`src/rtl/word_serializer_pkg.sv`:
```
// -----------------------------------------------------------------------------
// word_serializer_pkg
// Shared definitions for the word-to-byte serializer slice.
//   - Datapath widths: input word, output byte, delivered-byte counter.
//   - FIFO entry layout: {data[15:0], half}.
//   - FSM state encoding of the output stage.
//   - pick_byte(): selects the upper or lower byte of a word.
// -----------------------------------------------------------------------------
package word_serializer_pkg;

    localparam int IN_W    = 16;
    localparam int OUT_W   = 8;
    localparam int CNT_W   = 16;
    localparam int ENTRY_W = IN_W + 1;  // word payload plus the half flag in bit 0

    typedef enum logic [1:0] {
        ST_IDLE   = 2'd0,
        ST_FIRST  = 2'd1,
        ST_SECOND = 2'd2
    } state_t;

    function automatic logic [OUT_W-1:0] pick_byte(input logic [IN_W-1:0] word,
                                                   input logic             upper);
        return upper ? word[15:8] : word[7:0];
    endfunction

endpackage

```
`src/rtl/word_serializer_if.sv`:
```
// -----------------------------------------------------------------------------
// word_serializer_if
// Bundles both streams of the serializer plus the delivered-byte counter.
//   Word side : in_valid, in_ready, in_data[15:0], in_half
//   Byte side : out_valid, out_ready, out_data[7:0], out_last
//   Status    : byte_count[15:0]
// Modports:
//   master - the environment: offers words and accepts bytes.
//   slave  - the serializer itself.
// -----------------------------------------------------------------------------
interface word_serializer_if;
    import word_serializer_pkg::*;

    logic             in_valid;
    logic             in_ready;
    logic [IN_W-1:0]  in_data;
    logic             in_half;
    logic             out_valid;
    logic             out_ready;
    logic [OUT_W-1:0] out_data;
    logic             out_last;
    logic [CNT_W-1:0] byte_count;

    modport master (
        output in_valid, in_data, in_half, out_ready,
        input  in_ready, out_valid, out_data, out_last, byte_count
    );

    modport slave (
        input  in_valid, in_data, in_half, out_ready,
        output in_ready, out_valid, out_data, out_last, byte_count
    );

endinterface

```
`src/rtl/word_serializer_ser_fifo.sv`:
```
// -----------------------------------------------------------------------------
// ser_fifo
// DEPTH-entry synchronous FIFO for serializer entries.
//   clk      in   clock, rising edge
//   rst_n    in   asynchronous active-low reset (clears pointers and count)
//   i_push   in   write i_wdata (ignored when full)
//   i_pop    in   advance the read pointer (ignored when empty)
//   i_wdata  in   entry to store
//   o_rdata  out  entry at the head (valid whenever !o_empty)
//   o_full   out  count == DEPTH
//   o_empty  out  count == 0
// The head is read asynchronously so the output stage can load it in the
// same cycle it pops; the array is small enough to sit in LUT RAM.
// -----------------------------------------------------------------------------
module ser_fifo
    import word_serializer_pkg::*;
#(
    parameter int DEPTH = 2,
    parameter int W     = ENTRY_W
) (
    input  logic         clk,
    input  logic         rst_n,
    input  logic         i_push,
    input  logic         i_pop,
    input  logic [W-1:0] i_wdata,
    output logic [W-1:0] o_rdata,
    output logic         o_full,
    output logic         o_empty
);

    localparam int PTR_W  = $clog2(DEPTH);
    localparam int CNT_BW = PTR_W + 1;

    logic [W-1:0]      r_mem [DEPTH];
    logic [PTR_W-1:0]  r_wr_ptr;
    logic [PTR_W-1:0]  r_rd_ptr;
    logic [CNT_BW-1:0] r_count;
    logic              w_push;
    logic              w_pop;

    assign o_full  = (r_count == CNT_BW'(DEPTH));
    assign o_empty = (r_count == '0);
    assign w_push  = i_push && !o_full;
    assign w_pop   = i_pop && !o_empty;
    assign o_rdata = r_mem[r_rd_ptr];

    // Storage is not reset: stale entries are never visible while empty.
    always_ff @(posedge clk) begin
        if (w_push) begin
            r_mem[r_wr_ptr] <= i_wdata;
        end
    end

    // DEPTH is a power of two, so the pointers wrap on natural overflow.
    always_ff @(posedge clk or negedge rst_n) begin
        if (!rst_n) begin
            r_wr_ptr <= '0;
            r_rd_ptr <= '0;
            r_count  <= '0;
        end else begin
            if (w_push) begin
                r_wr_ptr <= r_wr_ptr + 1'b1;
            end
            if (w_pop) begin
                r_rd_ptr <= r_rd_ptr + 1'b1;
            end
            case ({w_push, w_pop})
                2'b10:   r_count <= r_count + 1'b1;
                2'b01:   r_count <= r_count - 1'b1;
                default: r_count <= r_count;
            endcase
        end
    end

endmodule

```
`src/rtl/word_serializer.sv`:
```
// -----------------------------------------------------------------------------
// word_serializer
// Buffers 16-bit words in a small FIFO and emits each one as one byte (half
// word) or two bytes on a registered 8-bit valid/ready stream.
//   clk    in   clock, rising edge
//   rst_n  in   asynchronous active-low reset, synchronously released
//   bus    slave modport of word_serializer_if:
//            in_valid/in_ready/in_data/in_half   word input (in_ready = !full)
//            out_valid/out_ready/out_data/out_last byte output, registered
//            byte_count                           bytes delivered, wraps
// Parameters:
//   DEPTH      FIFO depth in words (power of two, 2..16)
//   MSB_FIRST  0: low byte leaves first, 1: high byte leaves first
// -----------------------------------------------------------------------------
module word_serializer
    import word_serializer_pkg::*;
#(
    parameter int DEPTH     = 2,
    parameter bit MSB_FIRST = 1'b0
) (
    input  logic              clk,
    input  logic              rst_n,
    word_serializer_if.slave  bus
);

    logic               w_full;
    logic               w_empty;
    logic               w_push;
    logic               w_pop;
    logic               w_xfer;
    logic [ENTRY_W-1:0] w_head;

    state_t             r_state;
    state_t             w_state_next;
    logic [OUT_W-1:0]   r_data;
    logic [OUT_W-1:0]   r_second;
    logic               r_half;
    logic               r_last;
    logic [CNT_W-1:0]   r_byte_count;
    logic [OUT_W-1:0]   w_data_next;
    logic [OUT_W-1:0]   w_second_next;
    logic               w_half_next;
    logic               w_last_next;

    // Ready depends only on the registered occupancy, never on out_ready.
    assign w_push = bus.in_valid && !w_full;
    assign w_xfer = (r_state != ST_IDLE) && bus.out_ready;

    ser_fifo #(
        .DEPTH (DEPTH),
        .W     (ENTRY_W)
    ) u_fifo (
        .clk     (clk),
        .rst_n   (rst_n),
        .i_push  (w_push),
        .i_pop   (w_pop),
        .i_wdata ({bus.in_data, bus.in_half}),
        .o_rdata (w_head),
        .o_full  (w_full),
        .o_empty (w_empty)
    );

    // State register.
    always_ff @(posedge clk or negedge rst_n) begin
        if (!rst_n) begin
            r_state <= ST_IDLE;
        end else begin
            r_state <= w_state_next;
        end
    end

    // Next-state and pop decision. Leaving a word's final byte pops the
    // next word in the same cycle so a back-to-back stream has no bubble.
    always_comb begin
        w_state_next = r_state;
        w_pop        = 1'b0;
        case (r_state)
            ST_IDLE: begin
                if (!w_empty) begin
                    w_pop        = 1'b1;
                    w_state_next = ST_FIRST;
                end
            end
            ST_FIRST: begin
                if (w_xfer) begin
                    if (!r_half) begin
                        w_state_next = ST_SECOND;
                    end else if (!w_empty) begin
                        w_pop        = 1'b1;
                        w_state_next = ST_FIRST;
                    end else begin
                        w_state_next = ST_IDLE;
                    end
                end
            end
            ST_SECOND: begin
                if (w_xfer) begin
                    if (!w_empty) begin
                        w_pop        = 1'b1;
                        w_state_next = ST_FIRST;
                    end else begin
                        w_state_next = ST_IDLE;
                    end
                end
            end
            default: w_state_next = ST_IDLE;
        endcase
    end

    // Output-stage next values. Both bytes are captured at pop time so the
    // FIFO slot is free immediately; r_second waits for the FIRST transfer.
    always_comb begin
        w_data_next   = r_data;
        w_second_next = r_second;
        w_half_next   = r_half;
        w_last_next   = r_last;
        if (w_pop) begin
            w_data_next   = pick_byte(w_head[IN_W:1], MSB_FIRST);
            w_second_next = pick_byte(w_head[IN_W:1], !MSB_FIRST);
            w_half_next   = w_head[0];
            w_last_next   = w_head[0];
        end else if ((r_state == ST_FIRST) && (w_state_next == ST_SECOND)) begin
            w_data_next = r_second;
            w_last_next = 1'b1;
        end
    end

    always_ff @(posedge clk or negedge rst_n) begin
        if (!rst_n) begin
            r_data       <= '0;
            r_second     <= '0;
            r_half       <= 1'b0;
            r_last       <= 1'b0;
            r_byte_count <= '0;
        end else begin
            r_data   <= w_data_next;
            r_second <= w_second_next;
            r_half   <= w_half_next;
            r_last   <= w_last_next;
            if (w_xfer) begin
                r_byte_count <= r_byte_count + 1'b1;
            end
        end
    end

    assign bus.in_ready   = !w_full;
    assign bus.out_valid  = (r_state != ST_IDLE);
    assign bus.out_data   = r_data;
    assign bus.out_last   = r_last;
    assign bus.byte_count = r_byte_count;

endmodule

```
`src/flat_wrapper.sv`:
```
// flat-port wrapper written by rule: the top's interface ports become plain ports
module word_serializer_flat import word_serializer_pkg::*;
#(
    parameter int DEPTH     = 2,
    parameter bit MSB_FIRST = 1'b0
)
  (clk, rst_n, bus_in_valid, bus_in_data, bus_in_half, bus_out_ready, bus_in_ready, bus_out_valid, bus_out_data, bus_out_last, bus_byte_count);
  word_serializer_if bus_i ();
  input  logic clk;
  input  logic rst_n;
  input wire logic [$bits(bus_i.in_valid)-1:0] bus_in_valid;
  input wire logic [$bits(bus_i.in_data)-1:0] bus_in_data;
  input wire logic [$bits(bus_i.in_half)-1:0] bus_in_half;
  input wire logic [$bits(bus_i.out_ready)-1:0] bus_out_ready;
  output wire logic [$bits(bus_i.in_ready)-1:0] bus_in_ready;
  output wire logic [$bits(bus_i.out_valid)-1:0] bus_out_valid;
  output wire logic [$bits(bus_i.out_data)-1:0] bus_out_data;
  output wire logic [$bits(bus_i.out_last)-1:0] bus_out_last;
  output wire logic [$bits(bus_i.byte_count)-1:0] bus_byte_count;
  assign bus_i.in_valid = bus_in_valid;
  assign bus_i.in_data = bus_in_data;
  assign bus_i.in_half = bus_in_half;
  assign bus_i.out_ready = bus_out_ready;
  assign bus_in_ready = bus_i.in_ready;
  assign bus_out_valid = bus_i.out_valid;
  assign bus_out_data = bus_i.out_data;
  assign bus_out_last = bus_i.out_last;
  assign bus_byte_count = bus_i.byte_count;
  word_serializer #(.DEPTH(DEPTH), .MSB_FIRST(MSB_FIRST)) u_core (.clk(clk), .rst_n(rst_n), .bus(bus_i));
endmodule
```
`config.mk`:
```
export PLATFORM = sky130hd
export DESIGN_NAME = word_serializer_flat
export DESIGN_NICKNAME = d
export VERILOG_FILES = /design/src/rtl/word_serializer_pkg.sv /design/src/rtl/word_serializer_if.sv /design/src/rtl/word_serializer_ser_fifo.sv /design/src/rtl/word_serializer.sv /design/src/flat_wrapper.sv
export SDC_FILE = /design/constraint.sdc
export NUM_CORES = 1
export LEC_CHECK = 0
export CAP_MARGIN = 20
export CORE_MARGIN = 3
export CORE_UTILIZATION = 35
export DETAILED_ROUTE_END_ITERATION = 12
export MAX_ROUTING_LAYER = met4
export SETUP_SLACK_MARGIN = 0.15
export SLEW_MARGIN = 5
export SYNTH_ARGS = -nofsm -noshare
export SYNTH_HDL_FRONTEND = slang
export SYNTH_SLANG_ARGS = --single-unit
```
`constraint.sdc`:
```
create_clock -name clk -period 5.3 [get_ports clk]
set_input_delay 1.59 -clock clk [delete_from_list [all_inputs] [get_ports clk]]
set_output_delay 1.59 -clock clk [all_outputs]
set_load 0.03 [all_outputs]
```
# After elaboration in Yosys (flattened, before gate mapping)
# Memory sizes are Yosys's and may differ from the RTL's.
# Cells that the tools add are included.
[word_totals] mem_bits_rw=34 reg_bits=40 memories=1
[op_classes] addsub=5 n_reduce_logical=12 eq_ne=6 n_mux=18
[memory_table] memory="u_core.u_fifo.r_mem" depth=2 word_bits=17 read_ports=1 rd_clocked_by_memory_dff=0 wr=1 line_no="word_serializer_ser_fifo.sv:34" source="logic [W-1:0] r_mem [DEPTH];"
[op_table] op="$add 16x1->16 const B" count=1
[op_table] op="$mux 8" count=2
[op_table] op="$mux 1" count=9
[op_table] op="$eq 2x2->1 const B" count=4
[op_table] op="$mux 2" count=4
[op_table] op="$pmux 2 s3" count=1
[op_table] op="$reduce_bool 2->1" count=3
[op_table] op="$logic_and 1x1->1" count=5
[op_table] op="$eq 2x1->1 const B" count=2
[op_table] op="$logic_not 2->1" count=2
[op_table] op="$pmux 2 s2" count=1
[op_table] op="$pmux 1 s3" count=1
[op_table] op="$add 1x1->1 const B" count=2
[op_table] op="$add 2x1->2 const B" count=1
[op_table] op="$logic_not 1->1" count=2
[op_table] op="$sub 2x1->2 const B" count=1

# Depth between registers and ports, before layout
# Gate-level depths: netlist of run 1.
[logic_depth] word_depth=9 depth_mapped=10

# Cells and area by module
# From an unflattened synthesis of run 1, not the netlist that was laid out.
[hier_totals] hier_cells=242 area_unflattened_um2=3228.1
[modules_own_cells] module="word_serializer" instances=1 seq_area_each_um2=900.9 area_per_inst_um2=1754.2 cells_per_inst=171
[modules_own_cells] module="ser_fifo" instances=1 seq_area_each_um2=1121.1 area_per_inst_um2=1473.9 cells_per_inst=71

# Worst setup path after synthesis of run 1
# No wires, ideal clock.
[synth_path] path_kind="input to register" from="in bus_in_valid" to="mem u_core.u_fifo.r_mem[0][0] (netlist bit), enable pin" setup_ns=0.390 path_buffers=0 path_slack_ns=2.476 t_required_ns=4.910 arrival_ns=2.433 cell_stages=2 path_cell_list="nand2_1 > nor2_1"
[synth_via] elab_chain_len=4
[synth_lines] item="from (decl)" line_no="flat_wrapper.sv:11" source="input wire logic [$bits(bus_i.in_valid)-1:0] bus_in_valid;"
[synth_lines] item="$logic_and 1x1->1" line_no="word_serializer.sv:46" source="assign w_push = bus.in_valid && !w_full;"
[synth_lines] item="$logic_and 1x1->1" line_no="word_serializer_ser_fifo.sv:43" source="assign w_push = i_push && !o_full;"
[synth_lines] item="$mux 1" line_no="word_serializer_ser_fifo.sv:49" source="if (w_push) begin"
[synth_lines] item="$mux 1 (not written as such)" line_no="word_serializer_ser_fifo.sv:50" source="r_mem[r_wr_ptr] <= i_wdata;"
[synth_lines] item="to (decl)" line_no="word_serializer_ser_fifo.sv:34"
# Every way passes these cells.

# Worst setup path in the final report of run 1
[layout_path] from="reg u_core.r_state[0]" to="out bus_out_valid"
[layout_via] elab_chain_len=1
[layout_lines] item="from (decl)" line_no="word_serializer.sv:33" source="state_t r_state;"
[layout_lines] item="from (signal assigned)" line_no="word_serializer.sv:68" source="r_state <= w_state_next;"
[layout_lines] item="$reduce_bool 2->1" line_no="word_serializer.sv:147" source="assign bus.out_valid = (r_state != ST_IDLE);"
[layout_lines] item="to (decl)" line_no="flat_wrapper.sv:16" source="output wire logic [$bits(bus_i.out_valid)-1:0] bus_out_valid;"
# Every way passes these cells.

==> impl_metrics.env, run 1 <==
export IMPL_worst_ir_drop_vdd_mv=0.257
export IMPL_cts_repair_timing_setup_buffer_count=0
export IMPL_share_clk_of_total_power_pct=18.2
export IMPL_worst_setup_hold_path_clk_slew_ns=0.08
export IMPL_worstPathRequired_ns=3.71
export IMPL_synthCells=248
export IMPL_cp_data_arrival_time_ns=2.20
export IMPL_pwr_share_comb_pct=42.2
export IMPL_grt_remaining_overflow=0
export IMPL_detail_route_first_pass_iterations=4
export IMPL_placed_area_sq_um=3810
export IMPL_final_net_count=323
export IMPL_sequential_element_share_of_the_synthesized_area_pct=62.0
export IMPL_first_iter_violations=61
export IMPL_floorplan_initialDensity_pct=36.7
export IMPL_hold_bufs_inserted_after_cts=0
export IMPL_fp_dieArea_sq_um=10500
export IMPL_fill_count=816
export IMPL_hold_start="u_core.bus.byte_count[15]"
export IMPL_final_antenna_net_count=0
export IMPL_cts_htree_levels=3
export IMPL_crit_reg_reg_endpoint="u_core.bus.out_data[7]"
export IMPL_floorplan_io_pins=48
export IMPL_place_detailed_hpwl_microns=4060
export IMPL_synth_top_area_share_pct=31.3
export IMPL_power_sequential_fraction_pct=39.6
export IMPL_maximum_number_of_pins_on_one_net_before_global_route_repair=41
export IMPL_crit_reg2reg_launch="u_core.r_state[0]"
export IMPL_post_route_period_util_pct=71.5
export IMPL_number_of_sinks_driven_by_the_clock_tree=74
export IMPL_setup_viol=0
export IMPL_cts_inserted_buffers=9
export IMPL_reg2regPathDepth=5
export IMPL_tns_ns=0
export IMPL_grt_setup_unrepaired="false"
export IMPL_insertedDiodeCount=0
export IMPL_power_per_cell_area_nw_per_um2=592
export IMPL_worst_setup_path_end_kind="output port"
export IMPL_cts_tree="built"
export IMPL_startpoint_type="flop"
export IMPL_maxClockFrequency_mhz=264
export IMPL_power_internal_mw=1.47
export IMPL_synth_cell_type_count=39
export IMPL_via_per_inst=4.86
export IMPL_share_of_layout_cells_above_drive_strength_1_pct=11.3
export IMPL_core_region_area_sq_um=8890
export IMPL_drc_errors=0
export IMPL_fin_skew_ns=0.00628
export IMPL_grt_pass1_wl_microns=9650
export IMPL_worst_pin_slew_ns=0.942
export IMPL_wl_microns=5800
export IMPL_grt_total_usage_pct=12.4
export IMPL_row_count=34
export IMPL_detail_route_wl_per_cell_microns=14.2
export IMPL_synthesis_nets=275
export IMPL_clk_path_buf_depth=2
export IMPL_switching_share_pct=38.4
export IMPL_final_period_minus_worst_setup_slack_ns=3.79
export IMPL_count_of_input_and_output_buffers=47
export IMPL_first_global_vias=2019
export IMPL_critical_path_maximum_fanout=12
export IMPL_place_gp_congestion=0.806
export IMPL_final_max_slew_viol_count=0
export IMPL_post_synth_main_area_contributors="edfxtp_1 31%, dfrtp_1 31%, mux2i_1 5.2%"
export IMPL_reg2reg_slack_ns=2.69
export IMPL_syn_cell_area_sq_um=3260
export IMPL_cts_root_buf="clkbuf_8"
export IMPL_timing_critical_path_from="u_core.r_state[0]"
export IMPL_areaGrowthSynthToFinish_pct=23.7
export IMPL_power_spent_charging_and_discharging_nets_mw=0.916
export IMPL_die_width_microns=103
export IMPL_holdPathEnd="u_core.bus.byte_count[15]"
export IMPL_timing_slew_headroom_pct=37.2
export IMPL_timing_setup_critical_path_class="flop to output port"
export IMPL_synth_area_leader_cell="edfxtp_1"
export IMPL_maxCapViolCount=0
export IMPL_final_area_sq_um=4040
export IMPL_yosysWarnings=0
export IMPL_outcome="complete, no violations"
export IMPL_hold_path_cell_count=1
export IMPL_avgSynthCellArea_sq_um=13.2
export IMPL_type_of_the_tightest_min_delay_check="flop to flop"
export IMPL_fp_dieH_microns=103
export IMPL_antenna_found_initial=0
export IMPL_total_leakage_power_nw=1.56
export IMPL_post_cts_resize_count=0
export IMPL_finalHoldViolCount=0
export IMPL_yosys_register_bits=74
export IMPL_dr_total_vias=1988
export IMPL_clk_insertion_delay_late_ns=0.34
state kept, by name, indices dropped and copies added, names as in the netlist:
name,flops
u_core.bus.byte_count,16
u_core.bus.out_data,8
u_core.bus.out_last,1
u_core.r_half,1
u_core.r_second,8
u_core.r_state,2
u_core.u_fifo.r_count,2
u_core.u_fifo.r_mem,34
u_core.u_fifo.r_rd_ptr,1
u_core.u_fifo.r_wr_ptr,1
cell usage after synthesis (all sizes together):
master,count
a211o,1
a21o,1
a21oi,1
a221oi,8
a2bb2oi,1
and2,1
and3,2
and4b,1
buf,10
clkbuf,2
dfrtp,40
edfxtp,34
ha,6
inv,7
mux2i,17
nand2,37
nand2b,2
nand3,13
nand4,1
nand4bb,2
nor2,9
nor2b,1
nor3,4
nor4,1
o211ai,1
o21a,1
o21ai,10
o221ai,8
o22a,1
o311ai,1
o31a,1
or3,3
xnor2,13
xor2,7
metal layers:
layer | up-vias | wire, microns | GRT usage, %
met5 | - | 0 | -
met4 | 0 | 72 | 4.14
li1 | 1001 | - | -
met1 | 940 | 2630 | 15.0
met2 | 39 | 2850 | 19.8
met3 | 8 | 244 | 3.72
critical path, stage by stage, from the launching register on:
cell and delay, ns:
dfrtp_1 0.59, inv_1 0.14, ha_1 0.32, inv_1 0.14
clkdlybuf4s50_1 0.68
worst max path at each step:
| stage | slack, ns | end |
|---|---|---|
| 2_1_floorplan | 2.48 | u_core.u_fifo.r_mem[0][0] |
| 3_5_place_dp | 1.25 | u_core.u_fifo.r_count[1] |
| 5_1_grt | 1.36 | bus_out_valid |
| 6_report | 1.51 | bus_out_valid |
| 3_3_place_gp | 1.32 | u_core.u_fifo.r_count[1] |
| 4_1_cts | 1.49 | bus_out_valid |
cell usage in the layout, fill, tap and decap left out, types with 3 or more instances in the layout:
cell / count
nor3_2: 3
mux2i_1: 17
edfxtp_1: 34
o221ai_2: 8
nand2_1: 37
a221oi_1: 8
nor2_1: 9
clkbuf_8: 9
ha_1: 6
nand3_1: 13
inv_1: 6
xor2_1: 7
clkdlybuf4s50_1: 46
dfrtp_1: 40
xnor2_1: 13
o21ai_1: 8
layout make-up:
| class | count | area (sq um) | share of cell area, % |
|---|---|---|---|
| multi-input combinational | 155 | 1150 | 28.5 |
| clock inverter | 7 | 76.3 | 1.89 |
| clock buffer | 9 | 124 | 3.07 |
| inverter | 7 | 26.3 | 0.651 |
| timing repair buffer | 49 | 500 | 12.4 |
| tap | 108 | 135 | 3.35 |
| sequential | 74 | 2020 | 50.1 |
metrics by stage:
step           hold slack, ns  total power [mW]  cells  setup WS (ns)  utilization [%]
2_1_floorplan           0.456              1.66    248           2.48                -
3_3_place_gp            0.458              1.93    392           1.32             42.8
3_5_place_dp            0.458              1.95    392           1.25             42.8
4_1_cts                 0.471              2.39    408           1.49             45.1
5_1_grt                 0.499              2.57    409           1.36             45.4
6_report                0.466              2.39    409           1.51             45.4
power by group through the flow:
| stage | Sequential, mW | Clock [mW] | Combinational [mW] |
|---|---|---|---|
| floorplan | 1.01 | 0 | 0.655 |
| global placement | 0.961 | 0 | 0.966 |
| detailed placement | 0.963 | 0 | 0.983 |
| CTS | 0.952 | 0.451 | 0.984 |
| global route | 0.973 | 0.476 | 1.12 |
| finish | 0.945 | 0.434 | 1.01 |
logic make-up after synthesis:
family | share of synthesized area, %
compound gates | 10.1
xor+xnor | 5.37
fa+ha+maj | 2.30
buf+inv | 2.76
flops | 62.0
mux | 5.21
simple gates | 12.3
(Power assumes the default switching activity.)
==> run 2: changes to the inputs <==
==> constraint.sdc (replaced) <==
create_clock -name clk -period 3.9 [get_ports clk]
set_input_delay 1.17 -clock clk [delete_from_list [all_inputs] [get_ports clk]]
set_output_delay 1.17 -clock clk [all_outputs]
set_load 0.03 [all_outputs]
==> run 2 against run 1 <==
Effect of this change:
- final cell count grew 0.24%
- clock power rose by 34%
- core utilization shrank 0.20 points
- clock skew about the same
==> impl_metrics.env, run 2 (synthesis results as in run 1) <==
export IMPL_layout_cells_most_common_list="46 x clkdlybuf4s50_1, 40 x dfrtp_1, 37 x nand2_1"
export IMPL_cp_data_arrival_time_ns=2.20
export IMPL_count_of_input_and_output_buffers=47
export IMPL_timing_setup_critical_path_class="flop to output port"
export IMPL_hold_path_cell_count=1
export IMPL_fill_count=812
export IMPL_tns_ns=0
export IMPL_detail_route_wl_per_cell_microns=14.7
export IMPL_floorplan_initialDensity_pct=36.7
export IMPL_met2_usage_pct=20.9
export IMPL_power_spent_charging_and_discharging_nets_mw=1.26
export IMPL_hold_bufs_inserted_after_cts=0
export IMPL_wl_microns=6050
export IMPL_number_of_sinks_driven_by_the_clock_tree=74
export IMPL_outcome="complete, no violations"
export IMPL_grt_remaining_overflow=0
export IMPL_fp_dieH_microns=103
export IMPL_critical_path_maximum_fanout=12
export IMPL_final_max_slew_viol_count=0
export IMPL_first_iter_violations=75
export IMPL_areaGrowthSynthToFinish_pct=23.1
export IMPL_area_sequential_sq_um=2020
export IMPL_type_of_the_tightest_min_delay_check="flop to flop"
export IMPL_clk_path_buf_depth=2
export IMPL_startpoint_type="flop"
export IMPL_reg2reg_slack_ns=1.37
export IMPL_grt_total_usage_pct=13.1
export IMPL_global_route_met1_usage_pct=15.7
export IMPL_largest_register_ffs=34
export IMPL_cts_inserted_buffers=9
export IMPL_maxClockFrequency_mhz=297
export IMPL_reg2regPathDepth=5
export IMPL_finalCoreUtilization_pct=45.2
export IMPL_setup_viol=0
export IMPL_power_sequential_fraction_pct=40.1
export IMPL_drc_errors=0
export IMPL_first_global_vias=1984
export IMPL_fp_dieArea_sq_um=10500
export IMPL_fin_skew_ns=0.00649
export IMPL_final_net_count=324
export IMPL_cts_tree="built"
export IMPL_worst_setup_path_end_kind="output port"
export IMPL_top_register="u_core.u_fifo.r_mem"
export IMPL_insertedDiodeCount=0
export IMPL_share_of_layout_cells_above_drive_strength_1_pct=11.3
export IMPL_top_usage_layer="met2"
export IMPL_final_common_cell="clkdlybuf4s50_1"
export IMPL_maxCapViolCount=0
export IMPL_pwr_share_comb_pct=41.9
export IMPL_row_count=34
export IMPL_clk_insertion_delay_late_ns=0.34
export IMPL_power_per_cell_area_nw_per_um2=802
export IMPL_worstPathRequired_ns=2.73
export IMPL_final_period_minus_worst_setup_slack_ns=3.37
export IMPL_worst_setup_hold_path_clk_slew_ns=0.07
export IMPL_grt_setup_unrepaired="false"
export IMPL_post_cts_resize_count=0
export IMPL_share_clk_of_total_power_pct=18.0
export IMPL_detail_route_first_pass_iterations=4
export IMPL_place_detailed_hpwl_microns=4170
export IMPL_worst_pin_slew_ns=0.981
export IMPL_multiInputGateArea_sq_um=1150
export IMPL_dr_total_vias=2020
export IMPL_final_antenna_net_count=0
export IMPL_grt_pass1_wl_microns=10100
export IMPL_power_internal_mw=1.97
export IMPL_switching_share_pct=39.0
export IMPL_cts_repair_timing_setup_buffer_count=0
export IMPL_core_region_area_sq_um=8890
export IMPL_maximum_number_of_pins_on_one_net_before_global_route_repair=41
export IMPL_finalHoldViolCount=0
export IMPL_worst_ir_drop_vdd_mv=0.304
export IMPL_cts_htree_levels=3
export IMPL_via_per_inst=4.93
export IMPL_antenna_found_initial=0
export IMPL_cts_root_buf="clkbuf_8"
export IMPL_timing_slew_headroom_pct=34.6
export IMPL_groute_layer_met3_usage_pct=4.19
export IMPL_post_route_period_util_pct=86.4
export IMPL_total_leakage_power_nw=1.55
export IMPL_die_width_microns=103
export IMPL_place_gp_congestion=0.896
export IMPL_floorplan_io_pins=48
run 2: changes by cell type in the layout (fill, tap and decap cells not counted):
| cell | change |
|---|---|
| inv_6 | -1 |
| clkinv_1 | -1 |
| buf_16 | -1 |
| buf_4 | +2 |
| clkbuf_1 | +2 |
run 2: worst paths after layout:
kind,from,end
max reg2reg,u_core.r_state[0],u_core.bus.out_data[7]
min reg2reg,u_core.bus.byte_count[8],u_core.bus.byte_count[8]
max in group asynchronous,rst_n,u_core.bus.byte_count[11]
max,u_core.r_state[0],bus_out_valid
min in group asynchronous,rst_n,u_core.bus.byte_count[3]
min,u_core.bus.byte_count[8],u_core.bus.byte_count[8]
run 2: through the flow:
stage / instance area, sq um / instances / hold WS [ns] / power, mW / worst slack (ns)
finish: 4020 / 410 / 0.482 / 3.22 / 0.530
global route: 4020 / 410 / 0.505 / 3.47 / 0.364
CTS: 4020 / 410 / 0.488 / 3.27 / 0.511
detailed placement: 3820 / 394 / 0.473 / 2.67 / 0.731
global placement: 3820 / 394 / 0.462 / 2.64 / 0.760
floorplan: 3260 / 248 / 0.456 / 2.26 / 1.50
run 2: power groups by stage:
| stage | registers, mW | clock network, mW | logic [mW] |
|---|---|---|---|
| 6_report | 1.29 | 0.581 | 1.35 |
| 2_1_floorplan | 1.37 | 0 | 0.891 |
| 5_1_grt | 1.33 | 0.646 | 1.49 |
| 4_1_cts | 1.30 | 0.605 | 1.37 |
| 3_5_place_dp | 1.31 | 0 | 1.36 |
| 3_3_place_gp | 1.31 | 0 | 1.33 |
run 2: cell type report:
type,count,share of cell area [%]
well taps,108,3.36
clock buffers,11,3.27
flip-flops and latches,74,50.3
inverters,7,0.654
multi-input cells,155,28.7
clock inverters,5,1.59
repair buffers,50,12.1
run 2: per-layer routing:
metal | vias to the layer above | wire length, microns
met5 | - | 0
met4 | 0 | 121
met3 | 13 | 310
met2 | 49 | 3010
met1 | 961 | 2600
li1 | 997 | -
run 2: critical path, cell delays in order (launching register included):
cell and delay (ns):
dfrtp_1 0.58, inv_1 0.14, ha_1 0.32, inv_1 0.14
clkdlybuf4s50_1 0.68
==> run 3: changes to the inputs <==
--- a/config.mk
+++ b/config.mk
@@ -7,9 +7,10 @@
 export LEC_CHECK = 0
 export CAP_MARGIN = 20
 export CORE_MARGIN = 3
-export CORE_UTILIZATION = 35
+export CORE_UTILIZATION = 44
 export DETAILED_ROUTE_END_ITERATION = 12
 export MAX_ROUTING_LAYER = met4
+export PLACE_DENSITY = 0.67
 export SETUP_SLACK_MARGIN = 0.15
 export SLEW_MARGIN = 5
 export SYNTH_ARGS = -nofsm -noshare
==> run 3 against run 2 <==
Effect of this change:
- first-iteration DRC count up 2.7%
- wire length decreased by 6.5%
- sequential power about the same
- count of clock-buffer cells in the layout is 2 lower
- global-route usage up 2.1 points
- fmax rose by 0.21%
- critical path depth unchanged
- non-clock buffer count decreased by 1
- core utilization grew 12 points
- worst setup slack better by 0.0070 ns
- register-to-register slack hardly changed
- power grew 1.1%
==> impl_metrics.env, run 3 (synthesis results as in run 1) <==
export IMPL_setup_viol=0
export IMPL_maxCapViolCount=0
export IMPL_clk_insertion_delay_late_ns=0.34
export IMPL_post_route_period_util_pct=86.2
export IMPL_cts_tree="built"
export IMPL_antenna_found_initial=0
export IMPL_final_net_count=323
export IMPL_final_antenna_net_count=0
export IMPL_grt_pass1_wl_microns=9890
export IMPL_worstPathRequired_ns=2.73
export IMPL_cts_repair_timing_setup_buffer_count=0
export IMPL_via_per_inst=5.06
export IMPL_grt_remaining_overflow=0
export IMPL_global_route_met1_usage_pct=20.3
export IMPL_worst_ir_drop_vdd_mv=0.436
export IMPL_dr_total_vias=2008
export IMPL_fill_count=595
export IMPL_post_cts_resize_count=0
export IMPL_top_usage_layer="met2"
export IMPL_startpoint_type="flop"
export IMPL_wl_microns=5650
export IMPL_final_max_slew_viol_count=0
export IMPL_grt_total_usage_pct=15.2
export IMPL_total_leakage_power_nw=1.56
export IMPL_core_region_area_sq_um=6980
export IMPL_worst_pin_slew_ns=1.03
export IMPL_final_common_cell="clkdlybuf4s50_1"
export IMPL_type_of_the_tightest_min_delay_check="flop to flop"
export IMPL_number_of_sinks_driven_by_the_clock_tree=74
export IMPL_cts_htree_levels=3
export IMPL_largest_register_ffs=34
export IMPL_finalHoldViolCount=0
export IMPL_critical_path_maximum_fanout=12
export IMPL_final_period_minus_worst_setup_slack_ns=3.36
export IMPL_layout_cells_most_common_list="46 x clkdlybuf4s50_1, 40 x dfrtp_1, 37 x nand2_1"
export IMPL_worst_setup_path_end_kind="output port"
export IMPL_hold_path_cell_count=1
export IMPL_groute_layer_met3_usage_pct=3.69
export IMPL_tns_ns=0
export IMPL_clk_path_buf_depth=2
export IMPL_top_register="u_core.u_fifo.r_mem"
export IMPL_outcome="complete, no violations"
export IMPL_power_per_cell_area_nw_per_um2=811
export IMPL_drc_errors=0
export IMPL_timing_slew_headroom_pct=31.4
export IMPL_share_of_layout_cells_above_drive_strength_1_pct=11.3
export IMPL_detail_route_wl_per_cell_microns=14.2
export IMPL_die_width_microns=92.1
export IMPL_detail_route_first_pass_iterations=4
export IMPL_timing_setup_critical_path_class="flop to output port"
export IMPL_multiInputGateArea_sq_um=1150
export IMPL_placement_setup_worst_slack_ns=0.669
export IMPL_areaGrowthSynthToFinish_pct=23.1
export IMPL_fp_dieArea_sq_um=8490
export IMPL_cts_root_buf="clkbuf_8"
export IMPL_maxClockFrequency_mhz=297
export IMPL_count_of_input_and_output_buffers=47
export IMPL_place_detailed_hpwl_microns=4020
export IMPL_insertedDiodeCount=0
export IMPL_hold_bufs_inserted_after_cts=0
export IMPL_place_gp_congestion=0.817
export IMPL_maximum_number_of_pins_on_one_net_before_global_route_repair=41
export IMPL_first_global_vias=2000
export IMPL_area_sequential_sq_um=2020
export IMPL_floorplan_initialDensity_pct=46.7
export IMPL_row_count=30
export IMPL_fp_dieH_microns=92.1
export IMPL_fin_skew_ns=0.00872
export IMPL_first_iter_violations=77
export IMPL_reg2regPathDepth=5
export IMPL_cts_inserted_buffers=9
export IMPL_cp_data_arrival_time_ns=2.19
export IMPL_worst_setup_hold_path_clk_slew_ns=0.07
export IMPL_timing_final_ws_setup_ns=0.537
export IMPL_grt_setup_unrepaired="false"
export IMPL_met2_usage_pct=22.9
export IMPL_floorplan_io_pins=48
## run 3: final cells by class
type                       instances  share of cell area [%]
clock inverter                     7                    2.31
inverter                           7                   0.654
tap                               96                    2.99
clock buffer                       9                    3.08
multi-input combinational        155                    28.7
sequential                        74                    50.3
timing repair buffer              49                    12.0
## run 3: metrics by stage
| step | area, sq um | hold WS [ns] | utilization, % | power, mW | std cells |
|---|---|---|---|---|---|
| after floorplan | 3260 | 0.456 | - | 2.26 | 248 |
| after global placement | 3800 | 0.462 | 54.4 | 2.62 | 381 |
| final | 4020 | 0.480 | 57.5 | 3.26 | 397 |
| after detailed placement | 3800 | 0.468 | 54.4 | 2.65 | 381 |
| after CTS | 4020 | 0.477 | 57.5 | 3.30 | 397 |
| after global routing | 4020 | 0.501 | 57.5 | 3.49 | 397 |
## run 3: final timing paths
check,from,end,slack [ns]
setup reg to reg,u_core.r_state[0],u_core.bus.out_data[7],1.37
hold / removal,u_core.bus.byte_count[15],u_core.bus.byte_count[15],0.48
setup / recovery,u_core.r_state[0],bus_out_valid,0.54
min in group asynchronous,rst_n,u_core.bus.byte_count[7],0.93
max in group asynchronous,rst_n,u_core.r_second[6],2.41
hold reg to reg,u_core.bus.byte_count[15],u_core.bus.byte_count[15],0.48
## run 3: critical path, cell delays in order (launching register included)
cell	delay (ns)
dfrtp_1	0.57
inv_1	0.14
ha_1	0.33
inv_1	0.14
clkdlybuf4s50_1	0.68
## run 3: report_power, final
group	leakage [nW]	internal, mW	total (mW)	switching [mW]
clock network	0.103	0.359	0.638	0.279
logic	0.655	0.581	1.33	0.747
registers	0.800	1.08	1.29	0.210
## run 3: metal layers
layer	wire (microns)	part of all wire, %	up-vias
met2	2640	47	44
met4	38	0.67	0
met1	2720	48	962
li1	-	-	996
met5	0	0	-
met3	256	4.5	6
